==> config.mk <==
export PLATFORM = sky130hd
export DESIGN_NAME = mem_xbar_n
export DESIGN_NICKNAME = d
export VERILOG_FILES = /design/src/rtl/mem_xbar_n.sv
export SDC_FILE = /design/constraint.sdc
export NUM_CORES = 1
export LEC_CHECK = 0
export CORE_MARGIN = 3
export CORE_UTILIZATION = 38
export DETAILED_ROUTE_END_ITERATION = 8
export PLACE_DENSITY = 0.8
export REMOVE_ABC_BUFFERS = 1
export SLEW_MARGIN = 0
export SYNTH_ARGS = -nofsm -noshare
export SYNTH_HDL_FRONTEND = slang
export SYNTH_SLANG_ARGS = --single-unit
==> constraint.sdc <==
create_clock -name clk -period 3.1 [get_ports clk]
set_input_delay 0.465 -clock clk [delete_from_list [all_inputs] [get_ports clk]]
set_output_delay 0.465 -clock clk [all_outputs]
set_load 0.01 [all_outputs]
==> src/rtl/mem_xbar_n.sv <==
// N-target memory crossbar: decodes a word address to one target, forwards the
// request with a registered one-hot strobe and returns exactly one response.
module mem_xbar_n #(
   parameter int                      NUM_TGT   = 2,
   parameter int                      AW        = 30,
   parameter int                      DW        = 32,
   parameter logic [NUM_TGT*AW-1:0]   TGT_BASE  = '0,
   parameter logic [NUM_TGT*AW-1:0]   TGT_LIMIT = '0,
   parameter int                      TIMEOUT   = 255,
   parameter int                      ECW       = 16
) (
   input  logic                  clk,
   input  logic                  rst_n,
   input  logic                  i_req_valid,
   output logic                  o_req_ready,
   input  logic [AW-1:0]         i_addr,
   input  logic [DW-1:0]         i_data,
   input  logic                  i_wren,
   input  logic [DW/8-1:0]       i_mask,
   output logic                  o_rsp_valid,
   input  logic                  i_rsp_ready,
   output logic [DW-1:0]         o_rsp_data,
   output logic                  o_rsp_err,
   output logic [ECW-1:0]        o_err_cnt,
   output logic [NUM_TGT-1:0]    o_tgt_sel,
   output logic [AW-1:0]         o_tgt_addr,
   output logic [DW-1:0]         o_tgt_data,
   output logic                  o_tgt_wren,
   output logic [DW/8-1:0]       o_tgt_mask,
   input  logic [NUM_TGT-1:0]    i_tgt_ready,
   input  logic [NUM_TGT-1:0]    i_tgt_rsp_valid,
   input  logic [NUM_TGT*DW-1:0] i_tgt_rsp_data
);

   localparam int MW  = DW / 8;
   localparam int IW  = (NUM_TGT > 1) ? $clog2(NUM_TGT) : 1;
   localparam int WDW = (TIMEOUT > 1) ? $clog2(TIMEOUT) : 1;

   typedef enum logic [1:0] {S_IDLE, S_REQ, S_WAIT, S_RESP} state_e;

   state_e         state_q, state_d;
   logic [IW-1:0]  tgt_q, tgt_d;
   logic [AW-1:0]  off_q, off_d;
   logic [DW-1:0]  wdata_q, wdata_d;
   logic           wren_q, wren_d;
   logic [MW-1:0]  mask_q, mask_d;
   logic [DW-1:0]  rdata_q, rdata_d;
   logic           err_q, err_d;
   logic [ECW-1:0] ecnt_q, ecnt_d;
   logic [WDW-1:0] wd_q, wd_d;

   logic           hit;
   logic [IW-1:0]  hit_idx;
   logic [AW-1:0]  hit_off;
   logic           sel_rdy, sel_rv, wd_exp, set_err;
   logic [DW-1:0]  sel_rdata;

   // Scan from the top index down so the lowest matching region wins.
   always_comb begin
      hit     = 1'b0;
      hit_idx = '0;
      hit_off = '0;
      for (int k = NUM_TGT - 1; k >= 0; k--) begin
         if ((TGT_BASE[k*AW +: AW] <= i_addr) && (i_addr < TGT_LIMIT[k*AW +: AW])) begin
            hit     = 1'b1;
            hit_idx = IW'(k);
            hit_off = i_addr - TGT_BASE[k*AW +: AW];
         end
      end
   end

   assign sel_rdy   = i_tgt_ready[tgt_q];
   assign sel_rv    = i_tgt_rsp_valid[tgt_q];
   assign sel_rdata = i_tgt_rsp_data[tgt_q*DW +: DW];
   assign wd_exp    = (TIMEOUT != 0) && (wd_q == WDW'(TIMEOUT - 1));

   always_ff @(posedge clk or negedge rst_n) begin
      if (!rst_n) begin
         state_q <= S_IDLE;
         rdata_q <= '0;
         err_q   <= 1'b0;
         ecnt_q  <= '0;
         wd_q    <= '0;
      end else begin
         state_q <= state_d;
         rdata_q <= rdata_d;
         err_q   <= err_d;
         ecnt_q  <= ecnt_d;
         wd_q    <= wd_d;
      end
   end

   // Request fields are only observed in REQ, after they have been loaded.
   always_ff @(posedge clk) begin
      tgt_q   <= tgt_d;
      off_q   <= off_d;
      wdata_q <= wdata_d;
      wren_q  <= wren_d;
      mask_q  <= mask_d;
   end

   always_comb begin
      state_d = state_q;
      tgt_d   = tgt_q;
      off_d   = off_q;
      wdata_d = wdata_q;
      wren_d  = wren_q;
      mask_d  = mask_q;
      rdata_d = rdata_q;
      err_d   = err_q;
      wd_d    = wd_q;
      set_err = 1'b0;
      case (state_q)
         S_IDLE: begin
            if (i_req_valid) begin
               wdata_d = i_data;
               wren_d  = i_wren;
               mask_d  = i_mask;
               if (hit) begin
                  tgt_d   = hit_idx;
                  off_d   = hit_off;
                  wd_d    = '0;
                  state_d = S_REQ;
               end else begin
                  rdata_d = '0;
                  err_d   = 1'b1;
                  set_err = 1'b1;
                  state_d = S_RESP;
               end
            end
         end
         S_REQ, S_WAIT: begin
            wd_d = wd_q + 1'b1;
            if (sel_rv && (sel_rdy || (state_q == S_WAIT))) begin
               rdata_d = wren_q ? '0 : sel_rdata;
               err_d   = 1'b0;
               state_d = S_RESP;
            end else if (wd_exp) begin
               rdata_d = '0;
               err_d   = 1'b1;
               set_err = 1'b1;
               state_d = S_RESP;
            end else if ((state_q == S_REQ) && sel_rdy) begin
               state_d = S_WAIT;
            end
         end
         S_RESP: begin
            if (i_rsp_ready) state_d = S_IDLE;
         end
         default: state_d = S_IDLE;
      endcase
      ecnt_d = (set_err && (ecnt_q != '1)) ? ecnt_q + 1'b1 : ecnt_q;
   end

   always_comb begin
      o_req_ready = (state_q == S_IDLE);
      o_rsp_valid = (state_q == S_RESP);
      o_rsp_data  = rdata_q;
      o_rsp_err   = err_q;
      o_err_cnt   = ecnt_q;
      o_tgt_sel   = '0;
      o_tgt_addr  = '0;
      o_tgt_data  = '0;
      o_tgt_wren  = 1'b0;
      o_tgt_mask  = '0;
      if (state_q == S_REQ) begin
         o_tgt_sel[tgt_q] = 1'b1;
         o_tgt_addr       = off_q;
         o_tgt_data       = wdata_q;
         o_tgt_wren       = wren_q;
         o_tgt_mask       = mask_q;
      end
   end

endmodule

==> results by stage, run 1 <==
Run status:
- The flow ran to the end, and the final reports show no timing, DRC or antenna violations.

Placed design:
- The number of port buffers is roughly 160.
- Detailed placement ended at an HPWL of approximately 7.5 mm.
- The congestion estimate from routability-driven global placement came to about 0.77.

Synth:
- The share of synthesized area in the top cell type comes to 0.331.
- The gate count of the mapped netlist is 380.
- The top cell type by total area after synthesis is dfrtp_1.
- The number of flip-flops and latches in the synthesized netlist is 96.
- The count of yosys warnings during synthesis is 0.
- The post-synthesis average cell area is about 12 um^2.
- The area of the mapped netlist is roughly 4500 um^2.
- The synthesized netlist contains 39 unique library cells.
- Sorting the synthesized cells by area gives the leading types as dfrtp_1, edfxtp_1, and2_1.
- The sequential fraction of the synthesis area is 0.580.

Routing:
- The first-iteration detailed-routing DRC count is 120.
- The mean number of vias per cell is approximately 4.7.
- After detailed routing, the number of remaining DRC violations is 0.
- The routed design has slightly above 10 mm of wire.
- The count of nets left with antenna violations once routing finished came out at 0.
- The overall via count from detail_route is roughly 3200.
- Dividing the detail-routed wire length by the instance count gives 14.7 um.
- The first-pass iteration count of the detailed router is 4.

Clock tree:
- TritonCTS built the clock tree.
- The CTS H-tree depth is 3.
- The clock latency at the later pin of the worst-skew pair is roughly 0.33 ns.
- The quantity of gates resized following cts is 0.
- The clock transition time at the flip-flop clock pins of the worst setup and hold paths is ~0.060 ns.
- The hold buffer count at cts is 0.
- The number of buffers added for setup after CTS is 0.
- In this run the clock root is driven by a clkbuf_16.
- In this run, CTS created clock tree buffers numbering 9.
- The number of buffers between clock root and the deepest sink is 2.
- Counting every sink on the clock net gives 96.

Die:
- The overall die area is approximately 13000 um^2.
- The die extent in x is about 110 um.
- The floorplan core area is roughly 11000 um^2.
- The count of boundary I/O pins is about 260.
- The effective utilization at floorplan is 0.399.
- The floorplan has 38 rows.
- From bottom edge to top edge, the die measures 114 um.

Timing:
- The count of final hold-check violations is 0.
- On the final layout, the worst clock skew is about 0.0048 ns.
- The worst path in the final design needs a cycle of roughly 2.5 ns, including I/O delays and setup.
- The final-report max-slew violation count was 0.
- The share of the clock period used by the worst path after layout is 0.798.
- The transition time at the pin with the least slew margin is around 0.67 ns.
- The worst-case headroom to the max-slew limit is 0.551.
- Setup violations remaining at the end of the flow were counted as 0.
- Based on the critical path, the design can be clocked at up to about 400 MHz.
- Setup repair after global routing left no endpoint under its margin.

Critical path:
- The category of the critical setup timing path is register to output pin.
- The maximum net fanout on the critical path is 40.
- The required arrival time at the worst endpoint is about 2.6 ns.
- The count of cells along the worst register-to-register path is 7.
- The critical path arrival is ~2 ns.
- The endpoint kind of the worst setup timing path is an output pin.
- In this run the critical register-to-register path is launched from state_q[1].
- STA classifies the critical path startpoint as a register.
- The launching instance or port of the critical path is state_q[1].

Final layout:
- The layout cell share with drive strength beyond 1 is 0.111.
- From synthesis to final layout, the design area changed by 43.7%.
- Measured on the finished design, the core utilization comes to 0.574.
- Leaving out fill and tap cells, the most frequent cells in the layout are clkdlybuf4s50_1, dfrtp_1, inv_1, and2_1, edfxtp_1.
- The most common cell after layout, fill and taps aside is clkdlybuf4s50_1.
- The repair_antennas step left the layout with diodes totalling 0.
- In the final design database the tool counted slightly below 700 nets.

Pwr:
- VDD sags by at most 0.605 mV.
- For this design the ratio of total power to cell area is between 800 and 900 nW/um^2.
- The power consumption is just over 5 mW.
- The leakage power total is ~2.6 nW.

Global routing:
- The total overflow left after global routing is 0.
- Across every metal layer, demand over resource in global routing totals 0.155.
- The first global-routing pass estimated ~16 mm of wire.
- The number of global-route vias before repair is about 3200.
- The largest net degree at the start of global routing is 67.
- The number of antenna violations at the first check in global routing came to 0.

Job:
- The reported max-cap violation count is 0.

Min path:
- The worst hold path belongs to the class input port to async pin.
==> synthesized netlist by cell type, drive strengths merged <==
cell type,n
a21oi,4
a22oi,1
a31oi,1
a32o,1
a41o,1
a41oi,1
and2,39
and3,3
and4,4
buf,40
clkbuf,6
conb,1
dfrtp,59
edfxtp,37
ha,7
inv,38
mux2,1
nand2,11
nand2b,1
nand3,42
nand4,3
nand4b,1
nor2,9
nor3,8
nor4,1
o21a,1
o21ai,35
o22ai,1
o2bb2ai,1
xnor2,8
xor2,14
==> power breakdown <==
group          switching (mW)  internal (mW)  total, mW
clock                   0.462          0.666       1.13
combinational            1.14           1.03       2.17
sequential              0.207           1.66       1.87
==> cell families after synthesis <==
family | count (synthesis) | synth area share
XOR/XNOR | 22 | 0.0432
AO/OA/AOI/OAI | 47 | 0.0729
adder cells (fa/ha/maj) | 7 | 0.0196
multiplexers | 1 | 0.00252
other | 1 | 0.000840
flip-flops | 96 | 0.580
buffers and inverters | 84 | 0.105
AND/OR/NAND/NOR | 122 | 0.176
==> critical path, cell delays in order (launching register included) <==
cell	delay, ns
dfrtp_1	0.42
inv_1	0.10
ha_1	0.14
buf_4	0.28
and2_1	0.18
clkdlybuf4s50_1	0.55
==> flip-flops by register name, indices dropped and copies added (netlist names) <==
| signal | count |
|---|---|
| o_rsp_data | 32 |
| wdata_q | 32 |
| o_err_cnt | 16 |
| wd_q | 8 |
| mask_q | 4 |
| state_q | 2 |
| o_rsp_err | 1 |
| wren_q | 1 |
==> cell type report <==
class | instances | area (um^2)
clock buffers | 11 | 253
clock inverters | 5 | 55.1
fillers | 948 | 4760
inverters | 38 | 143
multi-input cells | 230 | 1530
flip-flops and latches | 96 | 2590
well taps | 140 | 175
repair buffers | 168 | 1680
==> layer usage <==
| metal | up-vias | track usage | routed length, um |
|---|---|---|---|
| met5 | - | 0 | 0 |
| met3 | 12 | 0.0338 | 673 |
| met4 | 0 | 0.0649 | 179 |
| li1 | 1541 | - | - |
| met1 | 1531 | 0.187 | 4250 |
| met2 | 132 | 0.268 | 5030 |
==> final timing paths <==
kind	slack, ns	endpoint
setup / recovery	0.63	o_tgt_data[31]
hold / removal	0.16	o_rsp_data[13]
setup reg to reg	0.98	o_rsp_data[22]
hold reg to reg	0.46	wd_q[7]
max in group asynchronous	2.07	o_rsp_data[30]
min in group clk	0.46	wd_q[7]
==> metrics by stage <==
stage	cell area, um^2	setup TNS [ns]	cells	setup slack (ns)	hold WS [ns]
6_report	6410	0	688	0.626	0.161
5_1_grt	6410	0	688	0.476	0.212
4_1_cts	6410	0	688	0.569	0.180
3_5_place_dp	6110	0	672	0.865	0.458
3_3_place_gp	6110	0	672	0.902	0.457
2_1_floorplan	4250	-8.78	364	-0.272	0.169
Power figures use the tool's default switching activity.
==> run 2: changes to the inputs <==
clock period = 2.5 ns   (was 3.1 ns; I/O delays follow)
==> results by stage, run 2 (synthesized netlist as in run 1, its figures left out) <==
Run status:
- Result of the run: finished clean (unchanged).

Clock tree:
- The clock tree from TritonCTS is yes (unchanged).
- The number of buffers added for setup after CTS came to 0 (unchanged).
- The CTS H-tree depth is 3 (unchanged).
- The clock latency at the later pin of the worst-skew pair is 0.33 ns (about the same).
- The sink count of the clock tree came to 96 (unchanged).
- The buffer cell driving the clock tree root is clkbuf_16 (unchanged).
- The clock transition time at the flip-flop clock pins of the worst setup and hold paths was 0.06 ns (about the same).
- The number of buffers between clock root and the deepest sink came to 2 (unchanged).
- The hold buffer count at cts is 0 (unchanged).
- The clock buffer count from CTS came to 9 (unchanged).
- The quantity of gates resized following cts is 0 (unchanged).

Routing:
- The first-iteration detailed-routing DRC count is 83 (was 120).
- The highest metal layer with signal wires is met4 (unchanged).
- The detailed-route wire length was 10.3 mm (was 10.1 mm).
- The met2 wirelength from detailed routing is 4.93 mm (was 5.03 mm).
- The mean number of vias per cell is 4.63 (was 4.67).
- The residual antenna-violating net count after detailed routing is 0 (unchanged).
- The DRC violation count after routing is 0 (unchanged).
- The met3 wire length is 733 um (was 673 um).
- The average wire per standard cell is 14.7 um (about the same).
- The overall via count from detail_route is 3232 (was 3216).
- The first-pass iteration count of the detailed router is 4 (unchanged).
- The met1 wire length is 4.29 mm (was 4.25 mm).

Timing:
- The transition time at the pin with the least slew margin is 0.726 ns (was 0.674 ns).
- The worst-case headroom to the max-slew limit came to 0.516 (was 0.551).
- The share of the clock period used by the worst path after layout is 0.919.
- The worst path setup slack after routing is 0.203 ns (was 0.626 ns).
- The fmax is roughly 440 MHz.
- RSZ-0062 raised after global routing: no (unchanged).
- The worst clock skew is 0.00596 ns (was 0.00480 ns).
- The final setup violation count came to 0 (unchanged).
- Counting I/O delays and the setup requirement, the final critical path takes roughly 2.3 ns.
- The count of final hold-check violations is 0 (unchanged).
- The final-report max-slew violation count was 0 (unchanged).
- The worst slack on hold paths is 0.0922 ns (was 0.161 ns).

Critical path:
- The maximum single-stage delay on the critical path came to 0.56 ns (was 0.55 ns).
- The endpoint kind of the worst setup timing path is an output pin (unchanged).
- The required arrival time at the worst endpoint is 2.12 ns (was 2.63 ns).
- The terminus of the critical flop-to-flop path is o_rsp_data[26] (was o_rsp_data[22]).
- The reg-to-reg setup timing slack is 0.47 ns (was 0.98 ns).
- The category of the critical setup timing path is register to output pin (unchanged).
- The critical path's slowest cell is clkdlybuf4s50_1 (unchanged).
- Chain of cells forming the critical path: inv_1, ha_1, buf_12, and2_1, clkdlybuf4s50_1 (was inv_1, ha_1, buf_4, and2_1, clkdlybuf4s50_1).
- The count of cells along the worst register-to-register path was 8 (was 7).
- The maximum net fanout on the critical path was 40 (unchanged).
- The count of cell instances traversed by the critical path is 5 (unchanged).
- The critical path arrival is 1.92 ns (was 2.01 ns).
- The sort of element at the start of the critical path is a register (unchanged).
- The dominant delay contributor by cell family on the critical path is buffers and inverters (unchanged).
- The reg-to-reg critical path startpoint is state_q[0] (was state_q[1]).
- The buffers plus inverters on the worst setup path is 3 (unchanged).

Placed design:
- The pre-CTS worst setup slack came to 0.258 ns (was 0.865 ns).
- The routability-driven placement congestion ratio is 0.762 (was 0.774).
- The detailed placer's ending HPWL is 7.71 mm (was 7.53 mm).
- The number of port buffers is 163 (unchanged).

Die:
- The count of boundary I/O pins is 259 (unchanged).
- The site row count was 38 (unchanged).
- The floorplan core area is 11200 um^2 (unchanged).
- The floorplan die height was 114 um (unchanged).
- The die extent in x came to 114 um (unchanged).
- The overall die area came to 13100 um^2 (unchanged).
- The effective utilization at floorplan is 0.399 (unchanged).

Global routing:
- The global-route congestion overflow total was 0 (unchanged).
- The largest net degree at the start of global routing is 41 (was 67).
- The wire length of the first global-routing pass is 16.3 mm (was 16.0 mm).
- The number of antenna violations at the first check in global routing is 0 (unchanged).
- The total global routing track utilization came to 0.158 (was 0.155).
- The number of global-route vias before repair is 3229 (was 3245).

Pwr:
- The leakage power total is 2.61 nW (was 2.57 nW).
- The highest ir drop seen on vdd is 0.627 mV (was 0.605 mV).
- The power density normalized to cell area is 1010 nW/um^2 (was 806 nW/um^2).

Min path:
- The type of the worst min-delay path is input port to async pin (unchanged).

Final layout:
- The most common cell after layout, fill and taps aside is clkdlybuf4s50_1 (unchanged).
- Top library cells by usage in the layout, fill and taps aside: clkdlybuf4s50_1, dfrtp_1, inv_1, and2_1, edfxtp_1 (unchanged).
- The net total in the final layout is 699 (was 689).
- The number of diodes is 0 (unchanged).
- The relative area change from synthesis to final layout is 45.3% (was 43.7%).
- The layout cell share with drive strength beyond 1 came to 0.116 (was 0.111).
- The area of the multi-input gates is 1530 um^2 (unchanged).
- The filler cell count is 943 (was 948).
- The sequential cell area is 2590 um^2 (unchanged).

Job:
- The reported max-cap violation count came to 0 (unchanged).
==> run 2: cell count changes in the layout (fill, tap and decap cells not counted), sizes merged <==
cell / previous run / this run
clkbuf: 11 / 14
bufinv: 1 / 0
buf: 6 / 16
clkinvlp: 2 / 0
==> run 2: worst max path at each step <==
| stage | startpoint | to | slack, ns |
|---|---|---|---|
| 6_report | state_q[1] | o_tgt_wren | 0.20 |
| 2_1_floorplan | state_q[0] | o_rsp_data[0] | -0.87 |
| 3_3_place_gp | i_req_valid | o_rsp_data[21] | 0.29 |
| 3_5_place_dp | i_req_valid | o_rsp_data[25] | 0.26 |
| 5_1_grt | state_q[1] | o_tgt_wren | 0.12 |
| 4_1_cts | state_q[1] | o_tgt_data[31] | 0.17 |
==> run 2: area by class of cell <==
cell class / count / area share
clock buffer: 14 / 0.0376
clock inverter: 2 / 0.00135
inverter: 38 / 0.0220
multi-input combinational: 230 / 0.235
sequential: 96 / 0.399
tap: 140 / 0.0270
timing repair buffer: 178 / 0.278
==> run 2: per-layer routing <==
layer | track usage | vias to the layer above
li1 | - | 1561
met5 | 0 | -
met2 | 0.261 | 144
met3 | 0.0349 | 21
met1 | 0.196 | 1506
met4 | 0.0792 | 0
==> run 2: report_power, final <==
part | internal [mW] | switching (mW) | leakage (nW)
registers | 2.06 | 0.254 | 1.13
clock network | 0.672 | 0.539 | 0.122
logic | 1.54 | 1.48 | 1.36
==> run 2: per-stage QoR <==
stage               total power [mW]  instances  TNS [ns]  utilization  area (um^2)
floorplan                       3.69        364    -28.61            -         4250
global placement                5.30        682         0        0.558         6230
detailed placement              5.39        682         0        0.558         6230
CTS                             6.65        698         0        0.580         6480
global route                    6.98        698         0        0.580         6480
finish                          6.54        698         0        0.580         6480
==> run 3: changes to the inputs <==
CELL_PAD_IN_SITES_DETAIL_PLACEMENT = 0   (was not set)
CELL_PAD_IN_SITES_GLOBAL_PLACEMENT = 1   (was not set)
CORE_UTILIZATION = 28   (was 38)
PLACE_DENSITY = not set   (was 0.8)
PLACE_DENSITY_LB_ADDON = 0.1   (was not set)
==> results by stage, run 3 (synthesized netlist as in run 1, its figures left out) <==
Die:
- The effective utilization at floorplan came to 0.290 (was 0.399).
- The die extent in x came to 132 um (was 114 um).
- The floorplan die height is 132 um (was 114 um).
- The site row count was 45 (was 38).
- The count of boundary I/O pins is 259 (unchanged).
- The floorplan core area is 15400 um^2 (was 11200 um^2).
- The overall die area is 17500 um^2 (was 13100 um^2).

Clock tree:
- The hold buffer count at cts is 0 (unchanged).
- The clock tree from TritonCTS is yes (unchanged).
- The sink count of the clock tree is 96 (unchanged).
- The clock buffer count from CTS is 9 (unchanged).
- The clock latency at the later pin of the worst-skew pair is 0.34 ns (was 0.33 ns).
- The number of buffers between clock root and the deepest sink is 2 (unchanged).
- The clock transition time at the flip-flop clock pins of the worst setup and hold paths was 0.07 ns (was 0.06 ns).
- The quantity of gates resized following cts is 0 (unchanged).
- The number of buffers added for setup after CTS was 0 (unchanged).
- The buffer cell driving the clock tree root is clkbuf_16 (unchanged).
- The CTS H-tree depth is 3 (unchanged).

Final layout:
- The relative area change from synthesis to final layout is 46.7% (was 45.3%).
- Top library cells by usage in the layout, fill and taps aside: clkdlybuf4s50_1, dfrtp_1, inv_1, and2_1, edfxtp_1 (unchanged).
- The filler cell count is 1502 (was 943).
- The most common cell after layout, fill and taps aside is clkdlybuf4s50_1 (unchanged).
- The layout cell share with drive strength beyond 1 is 0.113 (was 0.116).
- The number of diodes was 0 (unchanged).
- The net total in the final layout is 692 (was 699).
- The number of standard cells in the final layout excluding fillers is 762 (was 698).

Placed design:
- The number of placed instances, taps included is 746 (was 682).
- The number of port buffers is 163 (unchanged).
- The detailed placer's ending HPWL was 7.63 mm (was 7.71 mm).
- The routability-driven placement congestion ratio is 0.744 (was 0.762).
- The pre-CTS worst setup slack came to 0.443 ns (was 0.258 ns).

Global routing:
- The layer with the highest usage is met2 (unchanged).
- The global-route congestion overflow total is 0 (unchanged).
- The total global routing track utilization is 0.121 (was 0.158).
- The largest net degree at the start of global routing is 41 (unchanged).
- The global-route track usage on met1 was 0.162 (was 0.196).
- The met3 layer usage reported by global route is 0.0431 (was 0.0349).
- The wire length of the first global-routing pass is 16.8 mm (was 16.3 mm).
- The met2 track demand over resource came to 0.188 (was 0.261).
- The number of global-route vias before repair was 3112 (was 3229).
- The number of antenna violations at the first check in global routing is 0 (unchanged).

Routing:
- The first-iteration detailed-routing DRC count came to 163 (was 83).
- The residual antenna-violating net count after detailed routing is 0 (unchanged).
- The DRC violation count after routing is 0 (unchanged).
- The first-pass iteration count of the detailed router is 5 (was 4).
- The overall via count from detail_route is 3154 (was 3232).
- The average wire per standard cell was 13.8 um (was 14.7 um).
- The mean number of vias per cell came to 4.14 (was 4.63).
- The detailed-route wire length is 10.5 mm (was 10.3 mm).

Min path:
- The type of the worst min-delay path is input port to async pin (unchanged).

Pwr:
- The power density normalized to cell area was 991 nW/um^2 (was 1010 nW/um^2).
- The highest ir drop seen on vdd is 0.432 mV (was 0.627 mV).
- The power consumption is 6.49 mW (was 6.54 mW).
- The leakage power total is 2.58 nW (was 2.61 nW).

Run status:
- Result of the run: finished clean (unchanged).

Timing:
- The share of the clock period used by the worst path after layout is 0.923 (was 0.919).
- The clock period minus worst slack is 2.31 ns (was 2.30 ns).
- The final-report max-slew violation count was 0 (unchanged).
- The count of final hold-check violations is 0 (unchanged).
- The fmax is 433 MHz (was 435 MHz).
- The worst slack on hold paths is 0.0448 ns (was 0.0922 ns).
- The worst-case headroom to the max-slew limit came to 0.572 (was 0.516).
- RSZ-0062 raised after global routing: no (unchanged).
- The worst clock skew was 0.00659 ns (was 0.00596 ns).
- The final setup violation count is 0 (unchanged).
- The transition time at the pin with the least slew margin is 0.642 ns (was 0.726 ns).
- The worst path setup slack after routing is 0.193 ns (was 0.203 ns).

Critical path:
- The required arrival time at the worst endpoint came to 2.12 ns (about the same).
- The maximum net fanout on the critical path is 40 (unchanged).
- The sort of element at the start of the critical path is a register (unchanged).
- The critical path arrival came to 1.93 ns (was 1.92 ns).
- The endpoint kind of the worst setup timing path is an output pin (unchanged).
- The category of the critical setup timing path is register to output pin (unchanged).

Job:
- The reported max-cap violation count was 0 (unchanged).
## run 3: power by group
part	switching [mW]	internal, mW
registers	0.246	2.06
clock network	0.586	0.769
logic	1.45	1.37
total	2.28	4.20
## run 3: worst max-delay path, stage by stage (launching register included)
cell             delay [ns]
dfrtp_1                0.41
inv_1                  0.08
ha_1                   0.15
buf_6                  0.22
and2_1                 0.16
clkdlybuf4s50_1        0.57
## run 3: layout make-up
class	count	area [um^2]	area share
Clock buffer	10	229	0.0350
Tap cell	211	264	0.0403
Sequential cell	96	2590	0.395
Multi-Input combinational cell	230	1530	0.233
Clock inverter	6	60.1	0.00917
Timing Repair Buffer	171	1740	0.266
Inverter	38	143	0.0218
## run 3: worst paths after layout
| path | startpoint | to | slack (ns) | depth (start not counted) |
|---|---|---|---|---|
| min in group clk | wd_q[7] | wd_q[7] | 0.47 | 1 |
| hold / removal | rst_n | o_rsp_data[16] | 0.04 | 1 |
| hold reg to reg | wd_q[7] | wd_q[7] | 0.47 | 1 |
| setup reg to reg | wd_q[0] | o_err_cnt[1] | 0.67 | 6 |
| setup / recovery | state_q[1] | o_tgt_wren | 0.19 | 5 |
| max in group asynchronous | rst_n | o_rsp_data[9] | 1.83 | 2 |
## run 3: routing by layer
| layer | wire (um) | vias up |
|---|---|---|
| met5 | 0 | - |
| met1 | 4800 | 1494 |
| li1 | - | 1542 |
| met2 | 4960 | 113 |
| met3 | 660 | 5 |
| met4 | 97 | 0 |
## run 3: stage by stage
step	setup TNS [ns]	util	cell area, um^2
finish	0	0.426	6550
CTS	0	0.426	6550
global route	0	0.426	6550
detailed placement	0	0.407	6260
floorplan	-28.61	-	4250
global placement	0	0.407	6260
